<file path="config.mk">
export PLATFORM = sky130hd
export DESIGN_NAME = key_press_pulse_flat
export DESIGN_NICKNAME = d
export VERILOG_FILES = /design/src/rtl/key_pkg.sv /design/src/rtl/key_press_pulse_if.sv /design/src/rtl/key_debounce.sv /design/src/rtl/key_press_pulse.sv /design/src/flat_wrapper.sv
export SDC_FILE = /design/constraint.sdc
export NUM_CORES = 1
export LEC_CHECK = 0
export CAP_MARGIN = 15
export CORE_AREA = 4 4 41 43
export DETAILED_ROUTE_END_ITERATION = 8
export DIE_AREA = 0 0 45 47
export GPL_ROUTABILITY_DRIVEN = 0
export PLACE_DENSITY_LB_ADDON = 0.3
export SYNTH_ARGS = -nofsm -noshare
export SYNTH_HDL_FRONTEND = slang
export SYNTH_SLANG_ARGS = --single-unit
</file>
<file path="constraint.sdc">
create_clock -name clk -period 0.9 [get_ports clk]
set_clock_uncertainty 0.2 [all_clocks]
set_input_delay 0.18 -clock clk [delete_from_list [all_inputs] [get_ports clk]]
set_output_delay 0.18 -clock clk [all_outputs]
set_load 0.005 [all_outputs]
</file>
<file path="src/rtl/key_pkg.sv">
// Shared constants and types for the key conditioning block.
// Optional feature macro: KEY_DEBOUNCE_EN (debounce counters present when defined).
package key_pkg;

    localparam int KEY_DEBOUNCE_DEFAULT = 16;
    localparam int KEY_NUM_PLAYERS      = 2;

    typedef logic [KEY_NUM_PLAYERS-1:0] key_vec_t;

    // Counter width able to hold DEBOUNCE_CYCLES; never narrower than one bit.
    function automatic int key_cnt_w(input int cycles);
        return (cycles < 1) ? 1 : $clog2(cycles + 1);
    endfunction

endpackage

</file>
<file path="src/rtl/key_press_pulse_if.sv">
// Key bus: raw active-low key levels in, debounced level and press pulses out.
// Optional feature macro: KEY_DEBOUNCE_EN (affects the block behind this bus only).
interface key_press_pulse_if #(
    parameter int N_KEYS = key_pkg::KEY_NUM_PLAYERS
);
    logic [N_KEYS-1:0] key_n;
    logic [N_KEYS-1:0] held;
    logic [N_KEYS-1:0] press;

    modport master (output key_n, input held, input press);
    modport slave  (input key_n, output held, output press);
endinterface

</file>
<file path="src/rtl/key_debounce.sv">
// Single-key conditioner: two-flop synchronizer, debounce counter, arm flag
// and one-cycle press pulse.
// Optional feature macro: KEY_DEBOUNCE_EN. When undefined the counter is
// removed and the debounced level simply follows the synchronized level.
module key_debounce
    import key_pkg::*;
#(
    parameter int DEBOUNCE_CYCLES = KEY_DEBOUNCE_DEFAULT
) (
    input  logic clk,
    input  logic reset,
    input  logic key_n_i,
    output logic held_o,
    output logic press_o
);

    logic [1:0] sync_q;
    logic [1:0] fill_q;
    logic       held_q,  held_d;
    logic       armed_q, armed_d;
    logic       press_q, press_d;
    logic       s;
    logic       accept;

    assign s = sync_q[1];

    // Synchronize the inverted key; fill_q marks when sync_q holds real samples.
    always_ff @(posedge clk or posedge reset) begin
        if (reset) begin
            sync_q <= '0;
            fill_q <= '0;
        end else begin
            sync_q <= {sync_q[0], ~key_n_i};
            fill_q <= {fill_q[0], 1'b1};
        end
    end

`ifdef KEY_DEBOUNCE_EN
    localparam int             CW       = key_cnt_w(DEBOUNCE_CYCLES);
    localparam logic [CW-1:0]  CNT_LAST = CW'(DEBOUNCE_CYCLES - 1);

    logic [CW-1:0] cnt_q, cnt_d;

    // Count consecutive cycles the synchronized level disagrees with held.
    always_comb begin
        cnt_d  = cnt_q;
        accept = 1'b0;
        if (s == held_q) begin
            cnt_d = '0;
        end else if (cnt_q == CNT_LAST) begin
            cnt_d  = '0;
            accept = 1'b1;
        end else begin
            cnt_d = cnt_q + 1'b1;
        end
    end

    // Debounce counter register.
    always_ff @(posedge clk or posedge reset) begin
        if (reset) cnt_q <= '0;
        else       cnt_q <= cnt_d;
    end
`else
    // No counter: any disagreement is accepted on the next edge.
    assign accept = (s != held_q) && (DEBOUNCE_CYCLES >= 1);
`endif

    // Next held level, arm flag and press pulse. The synchronizer reads
    // "released" for two edges after reset whatever the pin does, so arming
    // waits until it carries real samples; a key held across reset stays
    // unreported until it has been released.
    always_comb begin
        held_d  = accept ? s : held_q;
        armed_d = armed_q | (fill_q[1] & ~held_q & ~s);
        press_d = armed_q & accept & s & ~held_q;
    end

    // State register for held, arm and pulse.
    always_ff @(posedge clk or posedge reset) begin
        if (reset) begin
            held_q  <= 1'b0;
            armed_q <= 1'b0;
            press_q <= 1'b0;
        end else begin
            held_q  <= held_d;
            armed_q <= armed_d;
            press_q <= press_d;
        end
    end

    assign held_o  = held_q;
    assign press_o = press_q;

endmodule

</file>
<file path="src/rtl/key_press_pulse.sv">
// Multi-key press conditioner: one independent key_debounce per key.
// Optional feature macro: KEY_DEBOUNCE_EN (debounce counters present when defined).
module key_press_pulse
    import key_pkg::*;
#(
    parameter int N_KEYS          = KEY_NUM_PLAYERS,
    parameter int DEBOUNCE_CYCLES = KEY_DEBOUNCE_DEFAULT
) (
    input  logic           clk,
    input  logic           reset,
    key_press_pulse_if.slave bus
);

    logic [N_KEYS-1:0] held_w;
    logic [N_KEYS-1:0] press_w;

    for (genvar i = 0; i < N_KEYS; i++) begin : g_key
        key_debounce #(
            .DEBOUNCE_CYCLES (DEBOUNCE_CYCLES)
        ) u_key (
            .clk     (clk),
            .reset   (reset),
            .key_n_i (bus.key_n[i]),
            .held_o  (held_w[i]),
            .press_o (press_w[i])
        );
    end

    assign bus.held  = held_w;
    assign bus.press = press_w;

endmodule

</file>
<file path="src/flat_wrapper.sv">
// flat-port wrapper written by rule: the top's interface ports become plain ports
module key_press_pulse_flat import key_pkg::*;
#(
    parameter int N_KEYS          = KEY_NUM_PLAYERS,
    parameter int DEBOUNCE_CYCLES = KEY_DEBOUNCE_DEFAULT
)
  (clk, reset, bus_key_n, bus_held, bus_press);
  key_press_pulse_if #(.N_KEYS(N_KEYS)) bus_i ();
  input  logic clk;
  input  logic reset;
  input wire logic [$bits(bus_i.key_n)-1:0] bus_key_n;
  output wire logic [$bits(bus_i.held)-1:0] bus_held;
  output wire logic [$bits(bus_i.press)-1:0] bus_press;
  assign bus_i.key_n = bus_key_n;
  assign bus_held = bus_i.held;
  assign bus_press = bus_i.press;
  key_press_pulse #(.N_KEYS(N_KEYS), .DEBOUNCE_CYCLES(DEBOUNCE_CYCLES)) u_core (.clk(clk), .reset(reset), .bus(bus_i));
endmodule
</file>
==> results.py, run 1 <==
metrics = {
    "clocking": {
        "tritoncts": "yes",
        "clock_pin_slew_of_the_registers_on_the_worst_case_setup_and_hold_paths_ps": 70,
        "cts-htree-levels": 1,
        "cts_max_path_buffers": 2,
        "clk_latency_ps": 260,
        "cts_buffers": 3,
        "library_cell_used_as_clock_root_buffer": "clkbuf_4",
        "cts_sinks": 12,
    },
    "synthesis": {
        "syn_inst": 30,
        "synth_top_area_share_pct": 76.9,
        "ys_async_rst_share_pct": 100,
        "ys_seq_area_share_pct": 76.9,
        "ranking_of_synthesized_cells_by_instance_count": "dfrtp_1 (12), buf_4 (4), nor2_1 (4)",
        "ys.warnings.count": 0,
        "synth_cell_types": 8,
        "syn_avg_cell_area_um2": 13.0,
        "synth.area.top_cells": "dfrtp_1 (77%), buf_4 (7.7%), a21o_1 (3.8%)",
        "synth_most_common_cell": "dfrtp_1",
        "synth_top_area_cell": "dfrtp_1",
        "synth-seq-cells": 12,
        "synth-main-ff-cell": "dfrtp_1",
        "mappedNetlistNets": 34,
        "cell_area_after_synthesis_um2": 390,
        "synth_edf_count": 0,
    },
    "run_status": {
        "outcome": "finished, violations left",
        "violated_checks": "setup timing",
    },
    "sta": {
        "fmax_mhz": 879,
        "report.final.slew_viol_count": 0,
        "finalCritPeriodShare_pct": 126,
        "timing.final.ws_setup_ps": -237,
        "finalHoldViolations": 0,
        "finalSetupViolations": 6,
        "setup_repair_after_global_routing_missed_its_margin": "true",
        "min_period_ps": 1140,
    },
    "floorplan": {
        "rows": 13,
        "die_height_um": 47,
        "core_area_um2": 1300,
        "die_width_um": 45,
        "pin_count": 8,
        "initial_core_util_pct": 30.0,
        "die_area_um2": 2120,
    },
    "route": {
        "routedWlPerCell_um": 8.81,
        "initialDrtViolationCount": 0,
        "antenna_violating_nets_post_route": 0,
        "vias_per_cell": 3.91,
        "drt-pass1-iter-count": 1,
        "drc_errors": 0,
        "vias": 207,
        "detail_route.wirelength_um": 467,
    },
    "worst_setup_path": {
        "slowest_delay_ps": 370,
        "critPathKind": "flop to primary output",
        "worstSetupStartpointType": "flop",
        "path_cells": "buf_2",
        "worst-endpoint-required_ps": 520,
        "timing.critical_path.to_type": "primary output",
        "critical_register_to_register_path_endpoint": "u_core.g_key[0].u_key.armed_q",
        "timing.critical_path.max_delay_family": "flip-flops",
        "crit_fanout": 2,
        "reg2reg_depth": 3,
        "bufs_and_invs_on_worst_path": 1,
        "cp.arrival_ps": 760,
        "regToRegStartpoint": "u_core.g_key[0].u_key.held_o",
        "minimum_setup_slack_among_reg_to_reg_paths_ps": -70,
        "crit_path_max_delay_cell_type": "dfrtp_1",
    },
    "grt": {
        "grt_overflow": 0,
        "grt_util_all_layers_pct": 5.39,
        "antenna_found_initial": 0,
        "first_global_vias": 215,
        "grt_start_max_net_pins": 13,
        "global_route_wire_length_before_repair_um": 772,
    },
    "final_layout": {
        "nets": 43,
        "fillerInstances": 129,
        "antenna_cells": 0,
        "final_layout_size_suffix_gt1_share_pct": 39.5,
        "layout.area.seq_um2": 300,
        "post-route-util_pct": 39.4,
        "multi_input_area_um2": 61.3,
        "syn2layout_area_growth_pct": 31.4,
    },
    "power_and_ir_drop": {
        "power.density_cell_area_nw_per_um2": 2040,
        "power_leakage_uw": 0.000248,
        "comb_power_share_pct": 6.6,
        "p_int_uw": 847,
        "netSwitchingFraction_pct": 18.9,
        "power_frac_clock_pct": 38.4,
        "ir_drop_uv": 707,
        "switchingPower_uw": 197,
        "pwr-share-seq_pct": 55.0,
        "totalPowerFinal_uw": 1040,
    },
    "job": {
        "cap_viol_max_count": 0,
    },
    "placement": {
        "detailedPlace.worstSlack_ps": -310,
        "io_buffer_count": 7,
    },
    "hold_path": {
        "hold_path.class": "primary input to async pin",
    },
}
through the flow:
step | instances | hold WS (ps) | setup TNS, ps | instance area [um^2]
2_1_floorplan | 30 | -155 | 0 | 390
3_3_place_gp | 49 | 132 | -1370 | 477
3_5_place_dp | 49 | 135 | -1480 | 477
4_1_cts | 53 | 9.00 | -1070 | 498
5_1_grt | 53 | 25.6 | -1240 | 513
6_report | 53 | 10.3 | -1020 | 513
worst max-delay path by stage:
| stage | from | cells after the start | slack, ps | to |
|---|---|---|---|---|
| after floorplan | u_core.g_key[1].u_key.held_o | 1 | 30 | bus_held[1] |
| after global routing | u_core.g_key[0].u_key.held_o | 1 | -280 | bus_held[0] |
| after global placement | u_core.g_key[0].u_key.held_o | 1 | -300 | bus_held[0] |
| after detailed placement | u_core.g_key[1].u_key.held_o | 1 | -310 | bus_held[1] |
| final | u_core.g_key[0].u_key.held_o | 1 | -240 | bus_held[0] |
| after CTS | u_core.g_key[0].u_key.held_o | 1 | -250 | bus_held[0] |
kinds of logic (layout without fill, tap and decap cells):
group                  after synthesis  in the layout  synth area share, %
flip-flops                          12             12                 76.9
AND/OR/NAND/NOR                      6              6                 5.77
other                                1              1                0.961
AO/OA/AOI/OAI                        2              2                 3.85
buffers and inverters                9             17                 12.5
power groups by stage:
stage	clock network (uW)	logic, uW	registers [uW]
floorplan	0	33.4	581
global placement	0	69.8	581
detailed placement	0	71.6	583
CTS	415	64.1	573
global route	432	77.8	577
finish	401	68.7	574
cell type report:
| cell class | instances | area share (%) |
|---|---|---|
| clock buffer | 4 | 7.07 |
| timing repair buffer | 10 | 16.6 |
| sequential | 12 | 58.5 |
| inverter | 3 | 2.20 |
| tap | 15 | 3.66 |
| multi-input combinational | 9 | 12.0 |
placed cells by master (no fill, tap or decap):
cell	n
a21o_1	2
clkbuf_4	3
nor2_2	2
buf_4	2
clkbuf_8	1
conb_1	1
buf_2	4
buf_12	1
clkdlybuf4s50_1	3
inv_1	3
dfrtp_1	12
nor2_4	2
nand2_1	2
routing by layer:
metal  part of all wire [%]  track usage (%)  vias up
li1                       -                -       98
met1                     37             4.56      102
met2                     53             9.89        7
met3                    9.9             2.68        0
met4                      0             3.51        0
met5                      0                0        -
what timing repair did:
| action | CTS | global route |
|---|---|---|
| endpoints found under the hold margin | 0 | 0 |
| hold buffers | 0 | 0 |
| endpoints found under the setup margin | 6 | 8 |
| pin swaps | 3 | 1 |
| gates resized for setup | 18 | 4 |
| buffers inserted | 1 | 1 |
registers in the layout (all words and copies together) (netlist names):
register,cells
u_core.g_key.u_key.held_o,2
u_core.g_key.u_key.sync_q,4
u_core.g_key.u_key.fill_q,2
u_core.g_key.u_key.press_o,2
u_core.g_key.u_key.armed_q,2
(Power assumes the default switching activity.)
==> run 2, diff against run 1 <==
CTS_CLUSTER_DIAMETER = 50   (was default)
==> results of run 2 <==
Final layout, timing and power as in run 1 (identical DEF).
==> run 3, diff against run 2 <==
CTS_CLUSTER_SIZE = 20   (was default)
==> results of run 3 <==
Final layout, timing and power as in run 1 (identical DEF).
